**src/rtl/ifetch_pkg.sv**
```systemverilog
// Shared core package: fetch FSM states, NOP encoding and default reset PC.
// IFETCH_MISALIGN_TRAP_EN adds the FAULT state used by the misaligned-target trap.
package ifetch_pkg;

    localparam logic [31:0] NOP_INSN         = 32'h0000_0013;
    localparam logic [31:0] RESET_PC_DEFAULT = 32'h0000_0000;

`ifdef IFETCH_MISALIGN_TRAP_EN
    typedef enum logic [1:0] {
        ST_REQ   = 2'd0,
        ST_WAIT  = 2'd1,
        ST_HOLD  = 2'd2,
        ST_FAULT = 2'd3
    } ifetch_state_t;
`else
    typedef enum logic [1:0] {
        ST_REQ  = 2'd0,
        ST_WAIT = 2'd1,
        ST_HOLD = 2'd2
    } ifetch_state_t;
`endif

    function automatic logic [31:0] word_align(input logic [31:0] addr);
        return addr & 32'hFFFF_FFFC;
    endfunction

    function automatic logic is_misaligned(input logic [31:0] addr);
        return addr[1:0] != 2'b00;
    endfunction

endpackage

```
**src/rtl/ifetch_if.sv**
```systemverilog
// Instruction memory request/response channel between ifetch (master) and memory (slave).
interface ifetch_if;

    logic        req;
    logic [31:0] addr;
    logic        ready;
    logic        rvalid;
    logic [31:0] rdata;

    modport master (
        output req,
        output addr,
        input  ready,
        input  rvalid,
        input  rdata
    );

    modport slave (
        input  req,
        input  addr,
        output ready,
        output rvalid,
        output rdata
    );

endinterface

```
**src/rtl/ifetch.sv**
```systemverilog
// Single-outstanding instruction fetch unit: request, wait for data, hold for the hart.
// Defining IFETCH_MISALIGN_TRAP_EN adds fetch_fault and traps on misaligned nextpc.
//
// state | meaning
// REQ   | request pc from memory (imem_req=1 once out of reset)
// WAIT  | request accepted, waiting for rvalid
// HOLD  | insn/pc valid, waiting for the hart to advance
// FAULT | misaligned nextpc accepted; parked until reset (trap build only)
module ifetch
    import ifetch_pkg::*;
#(
    parameter logic [31:0] RESET_PC = RESET_PC_DEFAULT
) (
    input  logic          clk,
    input  logic          reset,
    ifetch_if.master      imem,
    output logic [31:0]   insn,
    output logic [31:0]   pc,
    output logic          insn_valid,
    input  logic          advance,
    input  logic [31:0]   nextpc
`ifdef IFETCH_MISALIGN_TRAP_EN
    ,
    output logic          fetch_fault
`endif
);

    ifetch_state_t state, state_next;
    logic          req_q, req_next;
    logic [31:0]   pc_next, insn_next;

    always_ff @(posedge clk or negedge reset) begin
        if (!reset) begin
            state <= ST_REQ;
            req_q <= 1'b0;
            pc    <= RESET_PC;
            insn  <= NOP_INSN;
        end else begin
            state <= state_next;
            req_q <= req_next;
            pc    <= pc_next;
            insn  <= insn_next;
        end
    end

    always_comb begin
        state_next = state;
        pc_next    = pc;
        insn_next  = insn;
        case (state)
            ST_REQ: begin
                if (req_q && imem.ready) state_next = ST_WAIT;
            end
            ST_WAIT: begin
                if (imem.rvalid) begin
                    insn_next  = imem.rdata;
                    state_next = ST_HOLD;
                end
            end
            ST_HOLD: begin
                if (advance) begin
`ifdef IFETCH_MISALIGN_TRAP_EN
                    pc_next    = nextpc;
                    state_next = is_misaligned(nextpc) ? ST_FAULT : ST_REQ;
`else
                    pc_next    = word_align(nextpc);
                    state_next = ST_REQ;
`endif
                end
            end
`ifdef IFETCH_MISALIGN_TRAP_EN
            ST_FAULT: state_next = ST_FAULT;
`endif
            default: state_next = ST_REQ;
        endcase
        // Registered so the request stays low for the whole reset and its first cycle out.
        req_next = (state_next == ST_REQ);
    end

    assign imem.req   = req_q;
    assign imem.addr  = pc;
    assign insn_valid = (state == ST_HOLD);

`ifdef IFETCH_MISALIGN_TRAP_EN
    assign fetch_fault = (state == ST_FAULT);
`endif

endmodule

```
**src/flat_wrapper.sv**
```systemverilog
// flat-port wrapper written by rule: the top's interface ports become plain ports
module ifetch_flat import ifetch_pkg::*;
#(
    parameter logic [31:0] RESET_PC = RESET_PC_DEFAULT
)
  (clk, reset, insn, pc, insn_valid, advance, nextpc, imem_req, imem_addr, imem_ready, imem_rvalid, imem_rdata);
  ifetch_if imem_i ();
  input  logic clk;
  input  logic reset;
  output logic [31:0] insn;
  output logic [31:0] pc;
  output logic insn_valid;
  input  logic advance;
  input  logic [31:0] nextpc;
  output wire logic [$bits(imem_i.req)-1:0] imem_req;
  output wire logic [$bits(imem_i.addr)-1:0] imem_addr;
  input wire logic [$bits(imem_i.ready)-1:0] imem_ready;
  input wire logic [$bits(imem_i.rvalid)-1:0] imem_rvalid;
  input wire logic [$bits(imem_i.rdata)-1:0] imem_rdata;
  assign imem_req = imem_i.req;
  assign imem_addr = imem_i.addr;
  assign imem_i.ready = imem_ready;
  assign imem_i.rvalid = imem_rvalid;
  assign imem_i.rdata = imem_rdata;
  ifetch #(.RESET_PC(RESET_PC)) u_core (.clk(clk), .reset(reset), .imem(imem_i), .insn(insn), .pc(pc), .insn_valid(insn_valid), .advance(advance), .nextpc(nextpc));
endmodule
```
**config.mk**
```make
export PLATFORM = sky130hd
export DESIGN_NAME = ifetch_flat
export DESIGN_NICKNAME = d
export VERILOG_FILES = /design/src/rtl/ifetch_pkg.sv /design/src/rtl/ifetch_if.sv /design/src/rtl/ifetch.sv /design/src/flat_wrapper.sv
export SDC_FILE = /design/constraint.sdc
export NUM_CORES = 1
export LEC_CHECK = 0
export ABC_CLOCK_PERIOD_IN_PS = 2900
export CORE_MARGIN = 4
export CORE_UTILIZATION = 42
export CTS_BUF_LIST = sky130_fd_sc_hd__clkbuf_4 sky130_fd_sc_hd__clkbuf_8
export DETAILED_ROUTE_END_ITERATION = 6
export HOLD_SLACK_MARGIN = 0.06
export MAX_ROUTING_LAYER = met4
export PLACE_DENSITY = 0.93
export SLEW_MARGIN = 20
export SYNTH_ARGS = -nofsm -noshare
export SYNTH_HDL_FRONTEND = slang
export SYNTH_SLANG_ARGS = --single-unit
```
**constraint.sdc**
```tcl
create_clock -name clk -period 2.9 [get_ports clk]
set_input_delay 0.29 -clock clk [delete_from_list [all_inputs] [get_ports clk]]
set_output_delay 0.29 -clock clk [all_outputs]
set_load 0.05 [all_outputs]
```
==> metrics.yaml <==
timing:
  period_needed_ns: 2.145
  timing.final.max_slew_violations: 0
  fmaxAchievable_mhz: 466.1
  final.setup.tns_ns: 0
  clock-skew-final_ns: 0.004664
  setup_repair_after_global_routing_missed_its_margin: "false"
  timing.final.hold_violations: 0
  timing.slew.headroom: 0.4884
  worst_pin_slew_ns: 0.7674
  portion_of_the_clock_cycle_consumed_by_the_worst_path_in_the_final_layout: 0.7397
  timing.final.setup_violations: 0
worst_setup_path:
  cp_data_required_time_ns: 2.61
  worst_setup_path_end_kind: "output pin"
  critPathArrivalTime_ns: 1.86
  timing.reg2reg.worst_path_depth: 2
  worstPathMaxFanout: 6
  critical_path.startpoint_type: "register"
  critPathKind: "reg -> out"
global_route:
  grt_pass1_vias: 1970
  groute.usage.overall: 0.1639
  grt_pass1_wl_um: 10210
  grt_max_degree: 35
  grt_remaining_overflow: 0
  grt_antenna_before_repair: 0
clock_tree:
  postCtsHoldBufs: 1
  clock_tree.htree_level_count: 3
  cts-root-buf: "clkbuf_8"
  clock_sinks: 65
  clk_transition_reported_paths_ns: 0.07
  clkLatencyLatePin_ns: 0.32
  tritoncts_clock_tree: "built"
  clock_tree_buffer_depth: 2
  cts_resized: 0
  post-cts-setup-buffer-count: 0
  cts_made_buffers: 9
final_layout:
  area_delta_synth_final_pct: 55.86
  antenna_cells: 0
  drive_above_1_share: 0.2602
  fin_area_mm2: 0.004444
  finalNetCount: 383
  final.fill_count: 467
  stdcell_count: 396
route:
  ant_nets: 0
  drcViolationCount: 0
  detailedRoute.firstIterationViolations: 22
  detailroute.via_count: 1843
  post_drt_via_cell_ratio: 4.654
  dr.pass1.iters: 3
  total_wirelength_of_the_detailed_routed_design_um: 6491
  wire_per_inst_um: 16.39
floorplanning:
  die_x_um: 90.40
  floorplan.die.height_um: 90.40
  floorplan.die_area_mm2: 0.008171
  row_count: 29
  initial_utilization: 0.4415
  design.core.area_mm2: 0.006459
  ioPinCount: 167
logic_synthesis:
  yosysUniqueCellTypes: 15
  ys_seq_area_frac: 0.5717
  synthTopCellsByCount: "62 x dfrtp_1, 34 x buf_4, 31 x mux2_2, 29 x mux2_4, 6 x buf_6"
  yosys_warnings: 0
  post_synth_edffs: 0
  synth_flop_cell: "dfrtp_1"
  syn-instance-count: 178
  async_set_or_reset_register_ratio_after_synthesis: 1.000
  post-synth-top-count-cell: "dfrtp_1"
  ys_seq_elements: 65
  synth_cell_area_mm2: 0.002851
  netlist.top_cell.by_area: "dfrtp_1"
  synth_largest_type_area_fraction: 0.5441
  post_synth_main_area_contributors: "dfrtp_1 54%, mux2_4 15%, mux2_2 12%"
  synth_area_per_cell_um2: 16.02
placed_design:
  final_hpwl_from_detailed_placement_um: 5093
  place_inst: 379
  gp_congestion: 0.7180
  placed_cell_area_mm2: 0.004253
  io_buffers: 160
run_status:
  status: "complete, no violations"
flow_run:
  maxCapViolCount: 0
hold_path:
  hold_depth: 1
  hold_path_class: "reg -> reg"
[critical path: stages, from the launching register on]
cell and delay (ns):
dfrtp_1 0.45, nand2b_1 0.21, inv_1 0.07, clkdlybuf4s50_1 0.81
[through the flow]
step | util | setup slack (ns) | hold WS (ns)
2_1_floorplan | - | 1.693 | -0.005591
3_3_place_gp | 0.6585 | 0.9756 | 0.3994
3_5_place_dp | 0.6585 | 0.9510 | 0.4079
4_1_cts | 0.6881 | 0.7375 | 0.5070
5_1_grt | 0.6881 | 0.6761 | 0.5243
6_report | 0.6881 | 0.7548 | 0.5043
[metal layers]
metal | vias up | global-route usage | wire length [µm]
li1 | 842 | - | -
met1 | 883 | 0.1857 | 2627
met2 | 107 | 0.2726 | 3292
met3 | 11 | 0.04667 | 462
met4 | 0 | 0.06888 | 108
met5 | - | - | 0
[final cells by class]
cell class / count / area, µm² / area share
inverter: 1 / 3.754 / 0.0008446
timing repair buffer: 162 / 1627 / 0.3660
sequential: 65 / 1630 / 0.3668
multi-input combinational: 75 / 905.9 / 0.2038
clock inverter: 3 / 15.01 / 0.003378
clock buffer: 13 / 166.4 / 0.03744
tap: 77 / 96.34 / 0.02168
[sequential cells by signal, indices dropped and copies added, names as in the netlist]
register	cells
u_core.insn	32
u_core.imem.addr	30
u_core.state	2
u_core.imem.req	1
[kinds of logic (layout without fill, tap and decap cells)]
kind of cell | after synthesis | in the layout | synth area share
AO/OA/AOI/OAI | 4 | 4 | 0.008336
buffers and inverters | 41 | 179 | 0.1145
flip-flops | 65 | 65 | 0.5717
multiplexers | 62 | 62 | 0.2830
other | 1 | 4 | 0.001315
AND/OR/NAND/NOR | 5 | 5 | 0.02106
[final timing paths]
kind,startpoint,to,slack (ns)
min in group asynchronous,reset,u_core.imem.addr[4],0.59
hold reg to reg,u_core.insn[23],u_core.insn[23],0.50
setup / recovery,u_core.state[0],insn_valid,0.75
setup reg to reg,u_core.state[1],u_core.insn[30],1.23
hold / removal,u_core.insn[23],u_core.insn[23],0.50
max in group asynchronous,reset,u_core.insn[4],1.60
[placed cells by master (no fill, tap or decap), drive strengths merged]
cell type        n
dlygate4sd3      1
mux2            62
o21ai            1
dfrtp           62
conb             4
inv              1
nand2b           2
clkdlybuf4s50  159
buf              2
o22a             1
clkbuf          13
a21oi            2
dfstp            3
nand3b           3
clkinv           3
Power is not shown: default switching activity piles up to over one toggle a cycle in this logic, so the estimate is an artifact.
